**src/rtl/cal_arb_pkg.sv**
```systemverilog
// Shared calculator constants.
//   - Grant codes reported on cal_arb.arb_res.
//   - Register addresses of the shared calculator register space.
//   - Source/target selectors, used by the arbiter to remember which
//     master the GAP cycle hands the bus to.
//   - Arbiter FSM state type, plus a helper mapping state -> grant code.
package cal_arb_pkg;

  // Grant codes
  localparam logic [1:0] ARB_IDLE = 2'b00;
  localparam logic [1:0] ARB_CPU  = 2'b01;
  localparam logic [1:0] ARB_ACC  = 2'b10;

  // Calculator register map
  localparam logic [15:0] A_REG   = 16'h0000;
  localparam logic [15:0] B_REG   = 16'h0001;
  localparam logic [15:0] OP_REG  = 16'h0002;
  localparam logic [15:0] R_REG   = 16'h0003;
  localparam logic [15:0] S_REG   = 16'h0004;

  // Bus source/target selector
  typedef enum logic {
    TGT_CPU = 1'b0,
    TGT_ACC = 1'b1
  } tgt_e;

  // Arbiter states
  typedef enum logic [1:0] {
    PARK_CPU = 2'd0,
    CPU_OWN  = 2'd1,
    GAP      = 2'd2,
    ACC_OWN  = 2'd3
  } arb_state_e;

  function automatic logic [1:0] state_to_res(input arb_state_e s);
    case (s)
      PARK_CPU, CPU_OWN: state_to_res = ARB_CPU;
      ACC_OWN:           state_to_res = ARB_ACC;
      default:           state_to_res = ARB_IDLE;
    endcase
  endfunction

endpackage

```
**src/rtl/cal_arb.sv**
```systemverilog
// cal_arb: two-master arbiter for the shared calculator bus.
// The CPU is the default owner: the grant parks on it when nobody asks.
// The accelerator gets the bus only when the CPU is idle, and every owner
// change goes through a one-cycle GAP with the bus driven to zero. While the
// accelerator owns the bus and the CPU is waiting, acc_preempt is raised once
// TENURE cycles have been used. The accelerator is expected to end its burst
// in response.
//
// Ports
//   clk, rst_n              clock; synchronous active-low reset
//   cpu_req/addr/wdata/write  CPU master request side
//   acc_req/addr/wdata/write  accelerator master request side
//   bus_rdata               read data from the shared space
//   arb_res                 registered grant code (ARB_IDLE/ARB_CPU/ARB_ACC)
//   bus_addr/wdata/write    muxed bus toward the shared space
//   cpu_rdata, acc_rdata    bus_rdata routed to the current owner, else 0
//   acc_preempt             registered request to end the accelerator burst
//
// TENURE: legal range 1..255.
module cal_arb
  import cal_arb_pkg::*;
#(
  parameter int unsigned TENURE = 16
) (
  input  logic        clk,
  input  logic        rst_n,
  input  logic        cpu_req,
  input  logic [15:0] cpu_addr,
  input  logic [7:0]  cpu_wdata,
  input  logic        cpu_write,
  input  logic        acc_req,
  input  logic [15:0] acc_addr,
  input  logic [7:0]  acc_wdata,
  input  logic        acc_write,
  input  logic [7:0]  bus_rdata,
  output logic [1:0]  arb_res,
  output logic [15:0] bus_addr,
  output logic [7:0]  bus_wdata,
  output logic        bus_write,
  output logic [7:0]  cpu_rdata,
  output logic [7:0]  acc_rdata,
  output logic        acc_preempt
);

  localparam logic [7:0] TENURE_M1 = 8'(TENURE - 1);

  arb_state_e state_q, state_d;
  tgt_e       tgt_q, tgt_d;
  logic [7:0] ten_cnt_q, ten_cnt_d;
  logic       acc_preempt_q, acc_preempt_d;
  logic [1:0] arb_res_q, arb_res_d;

  logic cpu_busy;
  assign cpu_busy = cpu_req | cpu_write;

  // Next-state logic
  always_comb begin
    // NOTE: every variable gets a default before the case so no path leaves
    // one unassigned; otherwise synthesis infers a latch.
    state_d       = state_q;
    tgt_d         = tgt_q;
    ten_cnt_d     = '0;
    acc_preempt_d = acc_preempt_q;

    case (state_q)
      PARK_CPU: begin
        if (cpu_busy) begin
          state_d = CPU_OWN;
        end else if (acc_req) begin
          state_d = GAP;
          tgt_d   = TGT_ACC;
        end
      end

      CPU_OWN: begin
        if (!cpu_busy) begin
          if (acc_req) begin
            state_d = GAP;
            tgt_d   = TGT_ACC;
          end else begin
            state_d = PARK_CPU;
          end
        end
      end

      GAP: begin
        state_d       = (tgt_q == TGT_ACC) ? ACC_OWN : PARK_CPU;
        acc_preempt_d = 1'b0;
      end

      ACC_OWN: begin
        if (!acc_req) begin
          // Burst over: a drop here wins over a preempt due this same cycle.
          state_d       = GAP;
          tgt_d         = TGT_CPU;
          acc_preempt_d = 1'b0;
        end else begin
          ten_cnt_d = (ten_cnt_q == 8'hFF) ? 8'hFF : ten_cnt_q + 8'd1;
          // Sticky until the accelerator releases the bus.
          if (cpu_req && (ten_cnt_q >= TENURE_M1)) begin
            acc_preempt_d = 1'b1;
          end
        end
      end

      default: begin
        state_d = PARK_CPU;
      end
    endcase

    // The grant code is registered alongside the state it reflects.
    arb_res_d = state_to_res(state_d);
  end

  // State registers
  always_ff @(posedge clk) begin
    // NOTE: non-blocking assignments so every flop samples pre-edge values;
    // blocking here would make results depend on statement order.
    if (!rst_n) begin
      state_q       <= PARK_CPU;
      tgt_q         <= TGT_CPU;
      ten_cnt_q     <= '0;
      acc_preempt_q <= 1'b0;
      arb_res_q     <= ARB_CPU;
    end else begin
      state_q       <= state_d;
      tgt_q         <= tgt_d;
      ten_cnt_q     <= ten_cnt_d;
      acc_preempt_q <= acc_preempt_d;
      arb_res_q     <= arb_res_d;
    end
  end

  // Bus mux, combinational from the registered grant. A non-owner strobe
  // never reaches the bus.
  always_comb begin
    bus_addr  = '0;
    bus_wdata = '0;
    bus_write = 1'b0;
    cpu_rdata = '0;
    acc_rdata = '0;
    case (arb_res_q)
      ARB_CPU: begin
        bus_addr  = cpu_addr;
        bus_wdata = cpu_wdata;
        bus_write = cpu_write;
        cpu_rdata = bus_rdata;
      end
      ARB_ACC: begin
        bus_addr  = acc_addr;
        bus_wdata = acc_wdata;
        bus_write = acc_write;
        acc_rdata = bus_rdata;
      end
      default: ;
    endcase
  end

  assign arb_res     = arb_res_q;
  assign acc_preempt = acc_preempt_q;

endmodule

```
**config.mk**
```make
export PLATFORM = sky130hd
export DESIGN_NAME = cal_arb
export DESIGN_NICKNAME = d
export VERILOG_FILES = /design/src/rtl/cal_arb_pkg.sv /design/src/rtl/cal_arb.sv
export SDC_FILE = /design/constraint.sdc
export NUM_CORES = 1
export LEC_CHECK = 0
export ABC_AREA = 1
export BUFFER_PORTS_ARGS = -buffer_cell sky130_fd_sc_hd__clkbuf_2
export CORE_AREA = 2 2 57 59
export CTS_CLUSTER_DIAMETER = 50
export DETAILED_ROUTE_END_ITERATION = 10
export DIE_AREA = 0 0 59 61
export PLACE_DENSITY = 0.89
export SETUP_SLACK_MARGIN = 0.02
export SYNTH_ARGS = -nofsm -noshare
export SYNTH_HDL_FRONTEND = slang
export SYNTH_SLANG_ARGS = --single-unit
```
**constraint.sdc**
```tcl
create_clock -name clk -period 3.2 [get_ports clk]
set_input_delay 0.64 -clock clk [delete_from_list [all_inputs] [get_ports clk]]
set_output_delay 0.64 -clock clk [all_outputs]
set_load 0.02 [all_outputs]
```
Word-level counts from Yosys, hierarchy flattened
Cells that the tools add are included.
- input bits: 62
- output and inout port bits: 44
- register bits after elaboration: 14
- word-level logic and storage cells: 51
- equality and inequality tests: 12
- bitwise logic cells: 1
- mux-type cells: 21
- order comparisons: 1
- $add $sub $neg: 1
- reductions and logical operators: 10
- operator list (kind ; number):
    $pmux W16 S2 ; 1
    $mux W8 ; 3
    $pmux W8 S2 ; 1
    $mux W2 ; 6
    $add A8 B1 Y8 const B ; 1
    $eq A2 B2 Y1 const B ; 4
    $eq A8 B8 Y1 const B ; 1
    $ge A8 B4 Y1 const B ; 1
    $pmux W2 S4 ; 1
    $eq A2 B1 Y1 const B ; 3
    $pmux W1 S2 ; 3
    $mux W1 ; 5
    $logic_not A2 Y1 ; 2
    $ne A2 B2 Y1 const B ; 2
    $pmux W2 S2 ; 1
    $reduce_and A4 Y1 ; 1
    $reduce_bool A2 Y1 ; 2
    $reduce_or A2 Y1 ; 2
    $ne A3 B3 Y1 const B ; 1
    $reduce_and A3 Y1 ; 1
    $ne A2 B1 Y1 const B ; 1
    $reduce_and A2 Y1 ; 1
    $logic_and A1 B1 Y1 ; 1
    $or A1 B1 Y1 ; 1

Logic depth before layout (Yosys ltp)
Gate-level depths: netlist (run 1).
- depth after elaboration: 6
- depth in mapped cells: 8
- depth with buffers taken out: 8

Worst setup path before layout (run 1)
OpenSTA, ideal clock, no wires.
- kind: register to output
- from: register arb_res_q[0] (netlist: arb_res[0])
- to: output bus_addr[0]
- setup slack: 1.103 ns
- arrival: 1.457 ns
- cell stages (with the launch flop): 6
- path buffers: 2
- data required time: 2.560 ns
- path through: dfxtp_1 > inv_1 > ha_1 > clkbuf_1 > buf_2 > a21oi_1
- longest elaborated chain between the ends: 2
- elaborated cells on any way between the ends: 3
- those cells by class: eq/ne (2); mux (1)
- ends and longest elaborated chain (item ; line ; text):
    start: declaration ; cal_arb.sv:51 ; logic [1:0] arb_res_q, arb_res_d;
    start signal: assignment ; cal_arb.sv:130 ; arb_res_q <= arb_res_d;
    $eq A2 B2 Y1 / $eq A2 B1 Y1 (equally long branches) ; cal_arb.sv:142 ; case (arb_res_q)
    $pmux W16 S2 * ; cal_arb.sv:142 ;
    end: declaration ; cal_arb.sv:37 ; output logic [15:0] bus_addr,
Mark *: on every way between the ends. The rest lies on a longest branch, timed or not.

Final worst setup path (run 1)
- from: register arb_res_q[0] (netlist: arb_res[0])
- to: output acc_rdata[6]
- longest elaborated chain between the ends: 2
- ends and longest elaborated chain (item ; line ; text):
    $eq A2 B2 Y1 ; cal_arb.sv:142 ;
    $mux W8 ; cal_arb.sv:142 ;
    end: declaration ; cal_arb.sv:41 ; output logic [7:0] acc_rdata,
No other way between the ends.

==> results of run 1 <==
==> cell usage after synthesis <==
cell / n
dfxtp_1: 14
ha_1: 3
nand4_1: 1
o21ai_0: 2
clkbuf_1: 3
a21oi_1: 33
buf_2: 8
nor4_1: 1
nor2_2: 2
nor2_4: 1
nor2_1: 9
nand3_2: 1
xnor2_1: 1
nand3_1: 8
inv_1: 29
a31oi_1: 1
nand2_1: 84
nand2_2: 1
xor2_1: 1
or2_1: 1
nand3b_4: 1
==> cells in the final DEF, fill, tap and decap left out, types with 2 or more instances in the layout <==
cell	count
ha_1	3
dfxtp_1	14
nand3_1	8
nor2_2	2
clkbuf_2	105
clkbuf_4	3
inv_1	29
buf_4	2
nor2_1	9
a21oi_1	33
o21ai_0	2
nand2_1	84
==> worst reg2reg max path: cells and delay by family (launching register included) <==
kind | cells | cell delay, ns
flip-flops | 1 | 0.37
AO/OA/AOI/OAI | 1 | 0.16
AND/OR/NAND/NOR | 2 | 0.39
adder cells (fa/ha/maj) | 1 | 0.22
==> power by group through the flow <==
| stage | clock (W) | sequential, W | combinational, W |
|---|---|---|---|
| 2_1_floorplan | 0 | 0.000184 | 0.0000920 |
| 3_3_place_gp | 0 | 0.000183 | 0.000168 |
| 3_5_place_dp | 0 | 0.000183 | 0.000169 |
| 4_1_cts | 0.000136 | 0.000179 | 0.000170 |
| 5_1_grt | 0.000141 | 0.000180 | 0.000185 |
| 6_report | 0.000131 | 0.000179 | 0.000169 |
==> area by class of cell <==
| type | count | share of cell area, % |
|---|---|---|
| Clock buffer | 4 | 2.12 |
| Inverter | 29 | 6.36 |
| Multi-Input combinational cell | 151 | 41.2 |
| Sequential cell | 14 | 16.4 |
| Tap cell | 33 | 2.41 |
| Timing Repair Buffer | 107 | 31.6 |
==> routing by layer <==
metal | vias to the layer above | track usage (%) | share of wire [%]
met1 | 712 | 18.8 | 38
li1 | 830 | - | -
met4 | 0 | 6.82 | 1.5
met2 | 54 | 36.5 | 50
met3 | 7 | 5.54 | 11
met5 | - | 0 | 0
==> per-stage QoR <==
step / utilization [%] / power [W] / hold WS, ns
global route: 58.0 / 0.000505 / 0.501
detailed placement: 56.7 / 0.000353 / 0.458
CTS: 58.0 / 0.000485 / 0.471
finish: 58.0 / 0.000479 / 0.469
floorplan: - / 0.000276 / 0.439
global placement: 56.7 / 0.000352 / 0.456
==> logic make-up (layout without fill, tap and decap cells) <==
| kind of cell | Yosys count | after routing | share of synthesized area (%) |
|---|---|---|---|
| adder cells (fa/ha/maj) | 3 | 3 | 3.28 |
| AND/OR/NAND/NOR | 110 | 110 | 40.9 |
| buffers and inverters | 40 | 140 | 14.0 |
| AO/OA/AOI/OAI | 36 | 36 | 15.8 |
| flip-flops | 14 | 14 | 24.5 |
| XOR/XNOR | 2 | 2 | 1.53 |
==> worst max-delay path by stage <==
stage                     slack (ns)        from            to
after floorplan                 1.10  arb_res[0]   bus_addr[0]
after global routing            0.46  arb_res[0]  acc_rdata[3]
after CTS                       0.59  arb_res[0]  acc_rdata[7]
after global placement          0.97  arb_res[0]  acc_rdata[6]
final                           0.63  arb_res[0]  acc_rdata[6]
after detailed placement        0.92  arb_res[0]  acc_rdata[7]
==> flip-flops by register name, summed over array words and instances, names as in the netlist <==
signal and cells:
acc_preempt 1, state_q 2, ten_cnt_q 8, arb_res 2, tgt_q 1
==> impl_metrics.json, run 1 <==
{
  "status": "finished clean",
  "cp.required_ns": 2.56,
  "die_x_um": 59,
  "ys_ff_latch": 14,
  "sw_frac_of_total_pct": 34.3,
  "clkSlewWorstSetupHoldPaths_ns": 0.09,
  "worstPathMaxFanout": 26,
  "cts_buffer_depth": 2,
  "detail-route-antenna-nets": 0,
  "cap_violations": 0,
  "crit_buf_inv": 4,
  "r2r_slack_ns": 1.98,
  "antenna_cells": 0,
  "netlist.area_leader.share_pct": 27.5,
  "drt_wl_total_mm": 3.60,
  "p_switching_w": 0.000164,
  "rows": 20,
  "die_y_um": 61,
  "cts_max_level": 1,
  "cts_tree": "built",
  "core_mm2": 0.00295,
  "max_freq_mhz": 389,
  "worst_setup_path_start_kind": "flip-flop",
  "whs_endpoint": "tgt_q",
  "seqPwrFrac_pct": 37.4,
  "die-area_mm2": 0.00360,
  "endpoint_kind": "primary output",
  "overflow": 0,
  "cts-resized-gates": 0,
  "path_cells": "inv_1 -> ha_1 -> buf_4 -> nand2_1 -> inv_1 -> clkbuf_2",
  "dp.cells": 334,
  "multi_input_area_um2": 704,
  "timing.critical_path.slowest_cell_delay_ns": 0.70,
  "syn_to_final_growth_pct": 49.5,
  "vias": 1603,
  "cp_slowest_cell": "ha_1",
  "drive_gt1_share_pct": 38.4,
  "worstMarginPinSlew_ns": 0.849,
  "firstDrtPassIters": 4,
  "setup_viol_count_final": 0,
  "hold_viol": 0,
  "yosysSeqAreaShare_pct": 24.5,
  "r2r-end": "ten_cnt_q[4]",
  "drcViolationCount": 0,
  "portBuffers": 105,
  "p_leak_nw": 1.08,
  "finalCritPeriodShare_pct": 80.3,
  "fin_skew_ns": 0.00574,
  "hold_path_class": "reg2reg",
  "io_pins": 106,
  "viasPerCell": 4.74,
  "max-slew-margin-rel_pct": 43.4,
  "synth_nets": 270,
  "cp_common_cell": "inv_1",
  "syn_inst": 205,
  "r2r_cells": 4,
  "drv_slew": 0,
  "setup_tns_ns": 0,
  "syn-mean-instance-area_um2": 5.58,
  "powerDensity_mw_per_mm2": 280,
  "holdPathStages": 2,
  "synth_cell_types": 21,
  "layoutNonFillerInstCount": 338,
  "cts.sinks": 14,
  "grt_usage_pct": 18.8,
  "layout_setup_ws_ns": 0.632,
  "p_clk_share_pct": 27.4,
  "fill_cells": 303,
  "post-route-min-period_ns": 2.57,
  "clk_latency_ns": 0.29,
  "netlist.top_cell.by_area": "nand2_1",
  "grt_setup_unrepaired": "false",
  "cp.arrival_ns": 1.93,
  "synth_area_mm2": 0.00114,
  "finalInstanceArea_mm2": 0.00171,
  "drtIter0Drc": 120,
  "reg2reg_from": "ten_cnt_q[0]",
  "grt_max_degree": 33,
  "vdd_drop_max_uv": 218,
  "critPathKind": "reg2out",
  "comb_power_share_pct": 35.2,
  "final_net_count": 371,
  "wl_per_cell_um": 10.6,
  "postCtsSetupBuffers": 0,
  "worstHoldStart": "tgt_q",
  "grt_pass1_wl_mm": 5.20,
  "hold_buffers": 0,
  "power.internal_w": 0.000314,
  "gp_congestion": 0.816,
  "cp_top_family": "adder cells",
  "cp_num_cells": 6,
  "root_buffer": "clkbuf_4",
  "antenna_found_initial": 0,
  "cts_buffers": 3,
  "dpl_cell_area_mm2": 0.00168,
  "grt_pass1_vias": 1256,
  "synth.area.top_cells": "nand2_1, dfxtp_1, a21oi_1",
  "pre_cts_ws_ns": 0.918,
  "dp_hpwl_mm": 2.94,
  "yosys_warnings": 0,
  "regArea_um2": 280,
  "start_util_pct": 38.8
}
No activity file was read; power rests on OpenSTA's default activity.
==> run 2, diff against run 1 <==
CORE_AREA = 2 2 62 64   (was 2 2 57 59)
DIE_AREA = 0 0 64 66   (was 0 0 59 61)
PLACE_DENSITY = 0.81   (was 0.89)
clock period = 2.2 ns   (was 3.2 ns; I/O delays follow)
==> run 2 against run 1 <==
Final area up 2.1%. Flip-flop and latch count unchanged. Via count down 2.1%. Power up 46%. Clock power up 44%. Routed wire length down 0.83%. Global-route usage down 2.5 points. Setup slack worse by 0.43 ns. Sequential share of layout area down 0.34 points. Utilization down 8.7 points. Critical endpoint is now bus_addr[3]. Largest cell class unchanged.
==> impl_metrics.json, run 2 (synthesis gave the netlist of run 1 again) <==
{
  "status": "finished clean",
  "dr_wl_met3_um": 373,
  "die_x_um": 64,
  "gp_congestion": 0.818,
  "cts_buffer_depth": 2,
  "path_cells": "inv_1 -> ha_2 -> buf_12 -> nand2_1 -> a21oi_1 -> clkbuf_2",
  "finalCritPeriodShare_pct": 90.9,
  "final_net_count": 371,
  "wl_met2_mm": 1.70,
  "cp_top_family": "buffers and inverters",
  "antenna_cells": 0,
  "timing.critical_path.slowest_cell_delay_ns": 0.34,
  "fin_skew_ns": 0.00190,
  "worstPathMaxFanout": 26,
  "die-area_mm2": 0.00422,
  "io_pins": 106,
  "post-route-min-period_ns": 2.00,
  "cts_max_level": 1,
  "layoutNonFillerInstCount": 353,
  "dp.cells": 349,
  "hold_viol": 0,
  "endpoint_kind": "primary output",
  "powerDensity_mw_per_mm2": 400,
  "max_freq_mhz": 500,
  "mostFrequentLayoutCells": "clkbuf_2, nand2_1, a21oi_1",
  "regArea_um2": 280,
  "worstMarginPinSlew_ns": 0.429,
  "final_common_cell": "clkbuf_2",
  "cts_buffers": 3,
  "overflow": 0,
  "cts.sinks": 14,
  "largest_reg_flops": 8,
  "layout_setup_ws_ns": 0.199,
  "root_buffer": "clkbuf_4",
  "grt_usage_pct": 16.3,
  "largest_register": "ten_cnt_q",
  "firstDrtPassIters": 4,
  "setup_tns_ns": 0,
  "grt_pass1_wl_mm": 5.62,
  "crit_buf_inv": 3,
  "portBuffers": 105,
  "wl_per_cell_um": 10.1,
  "grt_pass1_vias": 1347,
  "rows": 22,
  "start_util_pct": 32.2,
  "setup_viol_count_final": 0,
  "grt_setup_unrepaired": "false",
  "drive_gt1_share_pct": 39.0,
  "core_mm2": 0.00355,
  "cp.arrival_ns": 1.56,
  "hold_buffers": 0,
  "multi_input_area_um2": 709,
  "cap_violations": 0,
  "worst_setup_path_start_kind": "flip-flop",
  "fill_cells": 357,
  "dp_hpwl_mm": 2.96,
  "clk_latency_ns": 0.28,
  "vias": 1569,
  "clkSlewWorstSetupHoldPaths_ns": 0.08,
  "p_leak_nw": 1.08,
  "top_layer": "met4",
  "wl_met1_mm": 1.44,
  "syn_to_final_growth_pct": 52.7,
  "cts_tree": "built",
  "die_y_um": 66,
  "cp.required_ns": 1.76,
  "drv_slew": 0,
  "drtIter0Drc": 82,
  "viasPerCell": 4.44,
  "grt_max_degree": 34,
  "max-slew-margin-rel_pct": 71.4,
  "cp_slowest_cell": "dfxtp_1",
  "drt_wl_total_mm": 3.57,
  "drcViolationCount": 0,
  "hold_path_class": "in2reg",
  "critPathKind": "reg2out",
  "vdd_drop_max_uv": 299,
  "pre_cts_ws_ns": 0.307,
  "detail-route-antenna-nets": 0,
  "antenna_found_initial": 0
}
-- run 2: path summary, 6_finish.rpt --
| path | start | endpoint | slack, ns | depth (start not counted) |
|---|---|---|---|---|
| setup / recovery | arb_res[1] | bus_addr[3] | 0.20 | 6 |
| hold / removal | rst_n | arb_res[0] | 0.38 | 2 |
| setup reg to reg | ten_cnt_q[0] | ten_cnt_q[5] | 0.98 | 6 |
| hold reg to reg | tgt_q | tgt_q | 0.46 | 2 |
-- run 2: final cells by class --
class	count	area share, %
sequential	14	16.0
timing repair buffer	107	31.6
multi-input combinational	151	40.6
clock buffer	4	2.08
inverter	29	6.23
tap	48	3.44
-- run 2: power by group --
part,total (W),switching [W],internal (W)
registers,0.000261,0.00000326,0.000257
logic,0.000250,0.000148,0.000102
clock network,0.000188,0.0000873,0.000101
-- run 2: per-layer routing --
layer,up-vias,GRT usage (%)
met2,63,31.4
met3,7,5.62
met1,666,16.4
met5,-,0
met4,0,4.35
li1,833,-
-- run 2: worst register-to-register path: stages, from the launching register on --
cell and delay (ns):
dfxtp_1 0.36, ha_1 0.21, nand3_2 0.16, nand3b_4 0.23, nand2_1 0.10, nor2_1 0.04
nor2_1 0.07
-- run 2: per-stage QoR --
stage / cell area, µm² / utilization [%] / power (W) / hold slack [ns]
after floorplan: 1140 / - / 0.000401 / 0.439
final: 1750 / 49.2 / 0.000699 / 0.381
after detailed placement: 1710 / 48.1 / 0.000517 / 0.458
after global placement: 1710 / 48.1 / 0.000515 / 0.457
after CTS: 1750 / 49.2 / 0.000699 / 0.396
after global routing: 1750 / 49.2 / 0.000734 / 0.411
-- run 2: timing repair --
| item | 4_1_cts | 5_1_grt |
|---|---|---|
| gates resized for setup | 1 | 1 |
| setup buffers | 0 | 0 |
| endpoints found under the setup margin | 20 | 12 |
| pin swaps | 0 | 0 |
==> run 3, diff against run 2 <==
PLACE_DENSITY = 0.84   (was 0.81)
==> run 3 against run 2 <==
Flip-flop and latch count stayed put. Die area stayed put. Register-to-register slack improved by 0.02 ns. Combinational power about the same. Critical endpoint is now bus_addr[11]. Clock power about the same.
==> impl_metrics.json, run 3 (synthesis gave the netlist of run 1 again) <==
{
  "status": "finished clean",
  "cts_max_level": 1,
  "cts.sinks": 14,
  "wl_per_cell_um": 10.2,
  "vdd_drop_max_uv": 321,
  "post-route-min-period_ns": 2.00,
  "setup_tns_ns": 0,
  "timing.critical_path.slowest_cell_delay_ns": 0.34,
  "hold_ws_ns": 0.375,
  "power.internal_w": 0.000460,
  "cap_violations": 0,
  "grt_pass1_vias": 1422,
  "clk_latency_ns": 0.28,
  "endpoint_kind": "primary output",
  "grt_setup_unrepaired": "false",
  "rows": 22,
  "drt_wl_total_mm": 3.59,
  "critPathKind": "reg2out",
  "drv_slew": 0,
  "overflow": 0,
  "grt_max_degree": 34,
  "drive_gt1_share_pct": 39.0,
  "pre_cts_ws_ns": 0.294,
  "die-area_mm2": 0.00422,
  "sw_frac_of_total_pct": 33.9,
  "clkSlewWorstSetupHoldPaths_ns": 0.08,
  "die_y_um": 66,
  "p_leak_nw": 1.08,
  "cp_slowest_cell": "dfxtp_1",
  "cts_buffer_depth": 2,
  "gp_congestion": 0.819,
  "dp.cells": 349,
  "cts_buffers": 3,
  "io_pins": 106,
  "hold_path_class": "in2reg",
  "portBuffers": 105,
  "worstMarginPinSlew_ns": 0.426,
  "powerDensity_mw_per_mm2": 399,
  "viasPerCell": 4.49,
  "cp_top_family": "buffers and inverters",
  "hold_buffers": 0,
  "largest_register": "ten_cnt_q",
  "worst_setup_path_start_kind": "flip-flop",
  "vias": 1585,
  "antenna_cells": 0,
  "start_util_pct": 32.2,
  "layoutNonFillerInstCount": 353,
  "final_common_cell": "clkbuf_2",
  "detail-route-antenna-nets": 0,
  "max_freq_mhz": 500,
  "dp_hpwl_mm": 2.96,
  "p_switching_w": 0.000236,
  "postCtsSetupBuffers": 0,
  "drcViolationCount": 0,
  "path_cells": "inv_1 -> ha_2 -> buf_12 -> nand2_1 -> a21oi_1 -> clkbuf_2",
  "seqPwrFrac_pct": 37.4,
  "grt_pass1_wl_mm": 5.87,
  "die_x_um": 64,
  "firstDrtPassIters": 4,
  "largest_reg_flops": 8,
  "layout_setup_ws_ns": 0.201,
  "final_net_count": 371,
  "root_buffer": "clkbuf_4",
  "max-slew-margin-rel_pct": 71.6,
  "setup_viol_count_final": 0,
  "grt_usage_pct": 17.0,
  "drtIter0Drc": 73,
  "core_mm2": 0.00355,
  "syn_to_final_growth_pct": 52.7,
  "hold_viol": 0,
  "fin_skew_ns": 0.000881,
  "crit_buf_inv": 3,
  "cp.required_ns": 1.76,
  "mostFrequentLayoutCells": "clkbuf_2, nand2_1, a21oi_1",
  "p_clk_share_pct": 26.6,
  "cts_tree": "built",
  "worstPathMaxFanout": 27,
  "antenna_found_initial": 0,
  "comb_power_share_pct": 36.1,
  "cp.arrival_ns": 1.56,
  "p_total_w": 0.000697,
  "finalCritPeriodShare_pct": 90.9
}
run 3: cell counts in the layout (fill, tap and decap cells not counted):
Identical to the previous run, type by type.
run 3: power by group through the flow:
stage               Combinational (W)  Sequential (W)  Clock [W]
finish                       0.000251        0.000260   0.000185
global route                 0.000275        0.000261   0.000207
CTS                          0.000252        0.000260   0.000190
detailed placement           0.000251        0.000266          0
global placement             0.000249        0.000266          0
floorplan                    0.000134        0.000267          0
run 3: repair_timing:
| action | 4_1_cts | 5_1_grt |
|---|---|---|
| gates resized for setup | 1 | 1 |
| cloned | 0 | 0 |
| endpoints found under the setup margin | 22 | 10 |
run 3: layout make-up:
class                   instances  area, µm²
fillers                       352       1800
multi-input cells             151        709
repair buffers                107        553
flip-flops and latches         14        280
inverters                      29        109
well taps                      48       60.1
clock buffers                   4       36.3
run 3: stage by stage:
step | cell area [µm²] | util, %
after CTS | 1750 | 49.2
final | 1750 | 49.2
after floorplan | 1140 | -
after detailed placement | 1710 | 48.1
after global placement | 1710 | 48.1
after global routing | 1750 | 49.2
run 3: per-layer routing:
layer	share of wire, %	global-route usage (%)	up-vias	routed length (µm)
met4	2.6	6.52	0	94
li1	-	-	831	-
met2	49	32.9	66	1780
met1	38	17.1	677	1370
met5	0	0	-	0
met3	9.6	4.43	11	344
run 3: path summary, 6_finish.rpt:
kind	startpoint	end	slack [ns]	cells past startpoint
min	rst_n	arb_res[0]	0.38	2
max	arb_res[1]	bus_addr[11]	0.20	6
min reg2reg	tgt_q	tgt_q	0.47	2
max reg2reg	ten_cnt_q[0]	ten_cnt_q[5]	1.00	6
